### config.mk
export PLATFORM = sky130hd
export DESIGN_NAME = dmem_arbiter
export DESIGN_NICKNAME = d
export VERILOG_FILES = /design/src/rtl/dmem_arb_pkg.sv /design/src/rtl/arb_wait_ctr.sv /design/src/rtl/dmem_arbiter.sv
export SDC_FILE = /design/constraint.sdc
export NUM_CORES = 1
export LEC_CHECK = 0
export ABC_AREA = 1
export CAP_MARGIN = 20
export CORE_MARGIN = 2
export CORE_UTILIZATION = 48
export DETAILED_ROUTE_END_ITERATION = 6
export PLACE_DENSITY = 0.87
export REMOVE_ABC_BUFFERS = 1
export SYNTH_ARGS = -nofsm -noshare
export SYNTH_HDL_FRONTEND = slang
export SYNTH_SLANG_ARGS = --single-unit
### constraint.sdc
create_clock -name clk -period 4.9 [get_ports clk]
set_input_delay 0.98 -clock clk [delete_from_list [all_inputs] [get_ports clk]]
set_output_delay 0.98 -clock clk [all_outputs]
set_load 0.01 [all_outputs]
### src/rtl/dmem_arb_pkg.sv
// Shared types and default widths for the data-memory arbiter.
package dmem_arb_pkg;

    localparam int DMEM_ADDR_W = 16;
    localparam int DMEM_DATA_W = 24;

    // Owner of the most recent grant.
    typedef enum logic [1:0] {
        OWN_IDLE  = 2'd0,
        OWN_CORE  = 2'd1,
        OWN_HOST  = 2'd2,
        OWN_HLOCK = 2'd3
    } owner_e;

    // Destination of the read data arriving from the RAM this cycle.
    typedef enum logic [1:0] {
        TAG_NONE = 2'd0,
        TAG_CORE = 2'd1,
        TAG_HOST = 2'd2
    } rtag_e;

endpackage

### src/rtl/arb_wait_ctr.sv
// Saturating count of consecutive refused request cycles for one requester;
// sat flags that the requester must win its next contention.
module arb_wait_ctr #(
    parameter int MAX_WAIT = 8
) (
    input  logic clk,
    input  logic reset,
    input  logic req,
    input  logic gnt,
    output logic sat
);
    localparam int CW = $clog2(MAX_WAIT + 1);
    localparam logic [CW-1:0] MAX_C = CW'(MAX_WAIT);

    logic [CW-1:0] cnt_q;
    logic [CW-1:0] cnt_d;

    // Next count: clear on grant or dropped request, else saturating increment.
    always_comb begin
        cnt_d = cnt_q;
        if (!req || gnt) begin
            cnt_d = {CW{1'b0}};
        end else if (cnt_q != MAX_C) begin
            cnt_d = cnt_q + CW'(1);
        end else begin
            cnt_d = cnt_q;
        end
    end

    // Counter register.
    always_ff @(posedge clk) begin
        if (reset) begin
            cnt_q <= {CW{1'b0}};
        end else begin
            cnt_q <= cnt_d;
        end
    end

    assign sat = (cnt_q == MAX_C);

endmodule

### src/rtl/dmem_arbiter.sv
// Core/host arbiter for the single-port data RAM with lock bursts and read routing.
// Define DMEM_ARB_RR_EN for round-robin contention; otherwise core has fixed priority.
module dmem_arbiter
    import dmem_arb_pkg::*;
#(
    parameter int ADDR_W   = DMEM_ADDR_W,
    parameter int DATA_W   = DMEM_DATA_W,
    parameter int MAX_WAIT = 8,
    parameter int LOCK_MAX = 4
) (
    input  logic              clk,
    input  logic              reset,
    input  logic              core_req,
    input  logic              core_we,
    input  logic [ADDR_W-1:0] core_addr,
    input  logic [DATA_W-1:0] core_wdata,
    output logic              core_gnt,
    output logic              core_rvalid,
    output logic [DATA_W-1:0] core_rdata,
    output logic              stall_core,
    input  logic              host_req,
    input  logic              host_we,
    input  logic              host_lock,
    input  logic [ADDR_W-1:0] host_addr,
    input  logic [DATA_W-1:0] host_wdata,
    output logic              host_gnt,
    output logic              host_rvalid,
    output logic [DATA_W-1:0] host_rdata,
    output logic [ADDR_W-1:0] mem_addr,
    output logic [DATA_W-1:0] mem_wdata,
    output logic              mem_we,
    input  logic [DATA_W-1:0] mem_rdata
);
    localparam int LW = $clog2(LOCK_MAX + 1);
    localparam logic [LW-1:0] LOCK_C = LW'(LOCK_MAX);

    owner_e            owner_q, owner_d;
    rtag_e             tag_q, tag_d;
    logic [LW-1:0]     lock_cnt_q, lock_cnt_d;
    logic [ADDR_W-1:0] mem_addr_q, mem_addr_d;
    logic [DATA_W-1:0] mem_wdata_q, mem_wdata_d;
    logic              mem_we_d;
    logic [DATA_W-1:0] core_rdata_q, core_rdata_d;
    logic [DATA_W-1:0] host_rdata_q, host_rdata_d;
    logic              core_sat, host_sat;

    arb_wait_ctr #(.MAX_WAIT(MAX_WAIT)) u_core_wait (
        .clk(clk), .reset(reset), .req(core_req), .gnt(core_gnt), .sat(core_sat)
    );

    arb_wait_ctr #(.MAX_WAIT(MAX_WAIT)) u_host_wait (
        .clk(clk), .reset(reset), .req(host_req), .gnt(host_gnt), .sat(host_sat)
    );

    // Grant selection: starvation forcing, then lock bursts, then contention policy.
    always_comb begin
        core_gnt = 1'b0;
        host_gnt = 1'b0;
        if (reset) begin
            core_gnt = 1'b0;
            host_gnt = 1'b0;
        end else if (core_req && host_req) begin
            if (core_sat) begin
                core_gnt = 1'b1;
            end else if (host_sat) begin
                host_gnt = 1'b1;
            end else if (owner_q == OWN_HLOCK) begin
                if (lock_cnt_q < LOCK_C) begin
                    host_gnt = 1'b1;
                end else begin
                    core_gnt = 1'b1;
                end
            end else begin
`ifdef DMEM_ARB_RR_EN
                // IDLE is treated as "host last", so core takes the first contention.
                if (owner_q == OWN_CORE) begin
                    host_gnt = 1'b1;
                end else begin
                    core_gnt = 1'b1;
                end
`else
                core_gnt = 1'b1;
`endif
            end
        end else if (core_req) begin
            core_gnt = 1'b1;
        end else if (host_req) begin
            host_gnt = 1'b1;
        end else begin
            core_gnt = 1'b0;
            host_gnt = 1'b0;
        end
    end

    // RAM command mux, owner/lock/tag next state and read-return routing.
    always_comb begin
        mem_addr_d  = mem_addr_q;
        mem_wdata_d = mem_wdata_q;
        mem_we_d    = 1'b0;
        owner_d     = OWN_IDLE;
        lock_cnt_d  = {LW{1'b0}};
        tag_d       = TAG_NONE;
        if (core_gnt) begin
            mem_addr_d  = core_addr;
            mem_wdata_d = core_wdata;
            mem_we_d    = core_we;
            owner_d     = OWN_CORE;
            tag_d       = core_we ? TAG_NONE : TAG_CORE;
        end else if (host_gnt) begin
            mem_addr_d  = host_addr;
            mem_wdata_d = host_wdata;
            mem_we_d    = host_we;
            owner_d     = host_lock ? OWN_HLOCK : OWN_HOST;
            tag_d       = host_we ? TAG_NONE : TAG_HOST;
            if (!host_lock) begin
                lock_cnt_d = {LW{1'b0}};
            end else if (owner_q != OWN_HLOCK) begin
                lock_cnt_d = LW'(1);
            end else if (lock_cnt_q == LOCK_C) begin
                lock_cnt_d = lock_cnt_q;
            end else begin
                lock_cnt_d = lock_cnt_q + LW'(1);
            end
        end else begin
            owner_d = OWN_IDLE;
        end

        // A read tagged before reset asserted is discarded.
        core_rvalid  = (tag_q == TAG_CORE) && !reset;
        host_rvalid  = (tag_q == TAG_HOST) && !reset;
        core_rdata_d = core_rvalid ? mem_rdata : core_rdata_q;
        host_rdata_d = host_rvalid ? mem_rdata : host_rdata_q;
    end

    // State, hold and routing registers.
    always_ff @(posedge clk) begin
        if (reset) begin
            owner_q      <= OWN_IDLE;
            tag_q        <= TAG_NONE;
            lock_cnt_q   <= {LW{1'b0}};
            mem_addr_q   <= {ADDR_W{1'b0}};
            mem_wdata_q  <= {DATA_W{1'b0}};
            core_rdata_q <= {DATA_W{1'b0}};
            host_rdata_q <= {DATA_W{1'b0}};
        end else begin
            owner_q      <= owner_d;
            tag_q        <= tag_d;
            lock_cnt_q   <= lock_cnt_d;
            mem_addr_q   <= mem_addr_d;
            mem_wdata_q  <= mem_wdata_d;
            core_rdata_q <= core_rdata_d;
            host_rdata_q <= host_rdata_d;
        end
    end

    assign mem_addr   = mem_addr_d;
    assign mem_wdata  = mem_wdata_d;
    assign mem_we     = mem_we_d;
    assign core_rdata = core_rdata_d;
    assign host_rdata = host_rdata_d;
    assign stall_core = core_req & ~core_gnt;

endmodule

==> flow_summary.ini <==
[logic_synthesis]
synthSimpleGateAreaFrac_pct = 33.8
yosysWarningCount = 0
synth_xor_area_share_pct = 0.669
ys_seq_area_share_pct = 39.4
synth_mux_area_share_pct = 0
yosys.area.top_type = dfxtp_1
ys_ff_latch = 103
synth_compound_area_share_pct = 10.4
synth_area_um2 = 5240
synth_cell_type_count = 30
synth_top_area_share_pct = 39.4
synth_adder_area_share_pct = 1.43
synth_area_leaders = dfxtp_1 39%, inv_1 8.6%, nand3_1 8.1%, nand2_1 6.8%, or2_1 5.9%
synth_top_family_by_area = simple AND/OR/NAND/NOR gates
syn_inst = 725
syn_avg_cell_area_um2 = 7.23

[die]
fp.dieW_um = 108
row_count = 38
die_area_um2 = 11800
start_util_pct = 48.8
core_area_um2 = 10700
ioPinCount = 205
fp.dieH_um = 108

[outcome]
status = complete, no violations

[clock_tree]
htreeDepth = 3
clk_path_buf_depth = 2
numCtsBuffers = 9
clkTransAtPathRegs_ns = 0.09
clkLatencyLatePin_ns = 0.35
postCtsResizedCells = 0
cts_tree = yes
clk_root_buffer_cell = clkbuf_8
cts_setup_buffers = 0
cts_sinks = 103
ctsHoldBuffers = 0

[final_layout]
final_common_cell = clkdlybuf4s50_1
final_cell_mix = 203 x clkdlybuf4s50_1, 120 x inv_1, 103 x dfxtp_1
drive_gt1_share_pct = 11.3
syn_to_final_growth_pct = 42.8
fin_util_pct = 69.6
final_nets = 1022
antennaDiodeCount = 0

[route]
dr_total_vias = 5020
routed_via_density = 4.78
routed_wl_mm = 13.1
drtIter0Drc = 223
drt-wirelength-per-cell_um = 12.5
first_pass_iters = 5
final_antenna_net_count = 0
drc_errors = 0

[power]
ir_drop_v = 0.000156
cellPowerDensity_nw_per_um2 = 255
leakagePower_nw = 3.60

[worst_setup_path]
critical_path_arrival_ns = 3.15
critPathBufInv = 4
required_ns = 3.92
worstSetupEndpointType = primary output
cp_top_family = buffers and inverters
cp_slowest_stage_delay_ns = 0.52
startpoint_type = input port
path_max_fanout = 43
crit_chain = clkdlybuf4s50_1, nand2_1, inv_1, nand2_4, nand2_4, nand2_1, nand3_1, nand2_1, inv_1, clkdlybuf4s50_1
critPathKind = input port to primary output
slowest_stage = clkdlybuf4s50_1
cpMostUsedCell = nand2_1

[global_route]
gr-total-overflow = 0
grt_max_degree = 74
grt_pass1_vias = 4497
grt_pass1_wl_mm = 20.9
grt.total_usage_pct = 22.2
antenna_found_initial = 0

[placed_design]
place_hpwl_mm = 9.45
io_buffers = 204
gp_congestion = 0.797

[worst_hold_path]
hold_path_class = flip-flop to flip-flop

[sta]
slew_headroom_pct = 47.5
fin_crit_ns = 4.13
finalSetupViolations = 0
skew_ns = 0.0204
rsz0062_at_grt = false
fmax_ghz = 0.242
fin_crit_sh_pct = 84.3
hold_viol = 0
worst_pin_slew_ns = 0.788
drv_slew = 0
fin_tns_setup_ns = 0

[job]
cap_violations = 0
state kept, by name, indices dropped and copies added (netlist names):
name,flops
u_host_wait.cnt_q,4
host_rdata_q,24
mem_wdata_q,24
u_core_wait.cnt_q,4
owner_q,2
tag_q,2
lock_cnt_q,3
mem_addr_q,16
core_rdata_q,24
cell usage after synthesis, drive strengths merged:
cell type and count:
clkbuf 13, xor2 3, xnor2 1, o21ai 27
inv 132, nand3 89, buf 29, a211oi 24
nor3 2, dfxtp 103, or2 88, nand4 3
a21oi 29, ha 6, nand3b 1, nor2 76
nand2 99
final cells by class:
type | count | area, um^2
fill | 865 | 3270
multi-input combinational | 448 | 2430
sequential | 103 | 2060
timing repair buffer | 211 | 2120
clock inverter | 6 | 75.1
tap | 140 | 175
clock buffer | 10 | 128
inverter | 132 | 495
routing by layer:
metal	part of all wire [%]	vias up	track usage, %
met1	42	2241	27.3
met5	0	-	0
li1	-	2599	-
met3	9.8	6	9.16
met4	0.58	0	4.03
met2	47	174	36.8
logic make-up (layout without fill, tap and decap cells):
group | Yosys count | in the layout
adder cells (fa/ha/maj) | 6 | 6
buffers and inverters | 174 | 359
AND/OR/NAND/NOR | 358 | 358
XOR/XNOR | 4 | 4
flip-flops | 103 | 103
AO/OA/AOI/OAI | 80 | 80
worst min-delay path, cell delays in order (launching register included):
cell and delay, ns:
dfxtp_1 0.34, nand3_1 0.07, a21oi_1 0.06
worst paths after layout:
path / to / slack, ns / start / cells after the start
hold reg to reg: lock_cnt_q[0] / 0.51 / lock_cnt_q[0] / 2
hold / removal: lock_cnt_q[0] / 0.51 / lock_cnt_q[0] / 2
setup / recovery: mem_wdata[5] / 0.77 / host_req / 10
setup reg to reg: mem_wdata_q[17] / 2.73 / u_host_wait.cnt_q[0] / 10
per-stage QoR:
stage / cells / cell area [um^2] / worst slack [ns] / hold slack, ns / total power, W
after detailed placement: 1034 / 7280 / 0.763 / 0.493 / 0.00139
final: 1050 / 7480 / 0.771 / 0.507 / 0.00191
after floorplan: 683 / 4980 / 0.943 / 0.462 / 0.00111
after global placement: 1034 / 7280 / 0.753 / 0.484 / 0.00138
after CTS: 1050 / 7480 / 0.756 / 0.506 / 0.00193
after global routing: 1050 / 7480 / 0.551 / 0.540 / 0.00203
where the power goes:
part | internal (W) | switching [W]
sequential | 0.000879 | 0.0000117
combinational | 0.000258 | 0.000216
clock | 0.000245 | 0.000300
total | 0.00138 | 0.000529
Power figures use the tool's default switching activity.
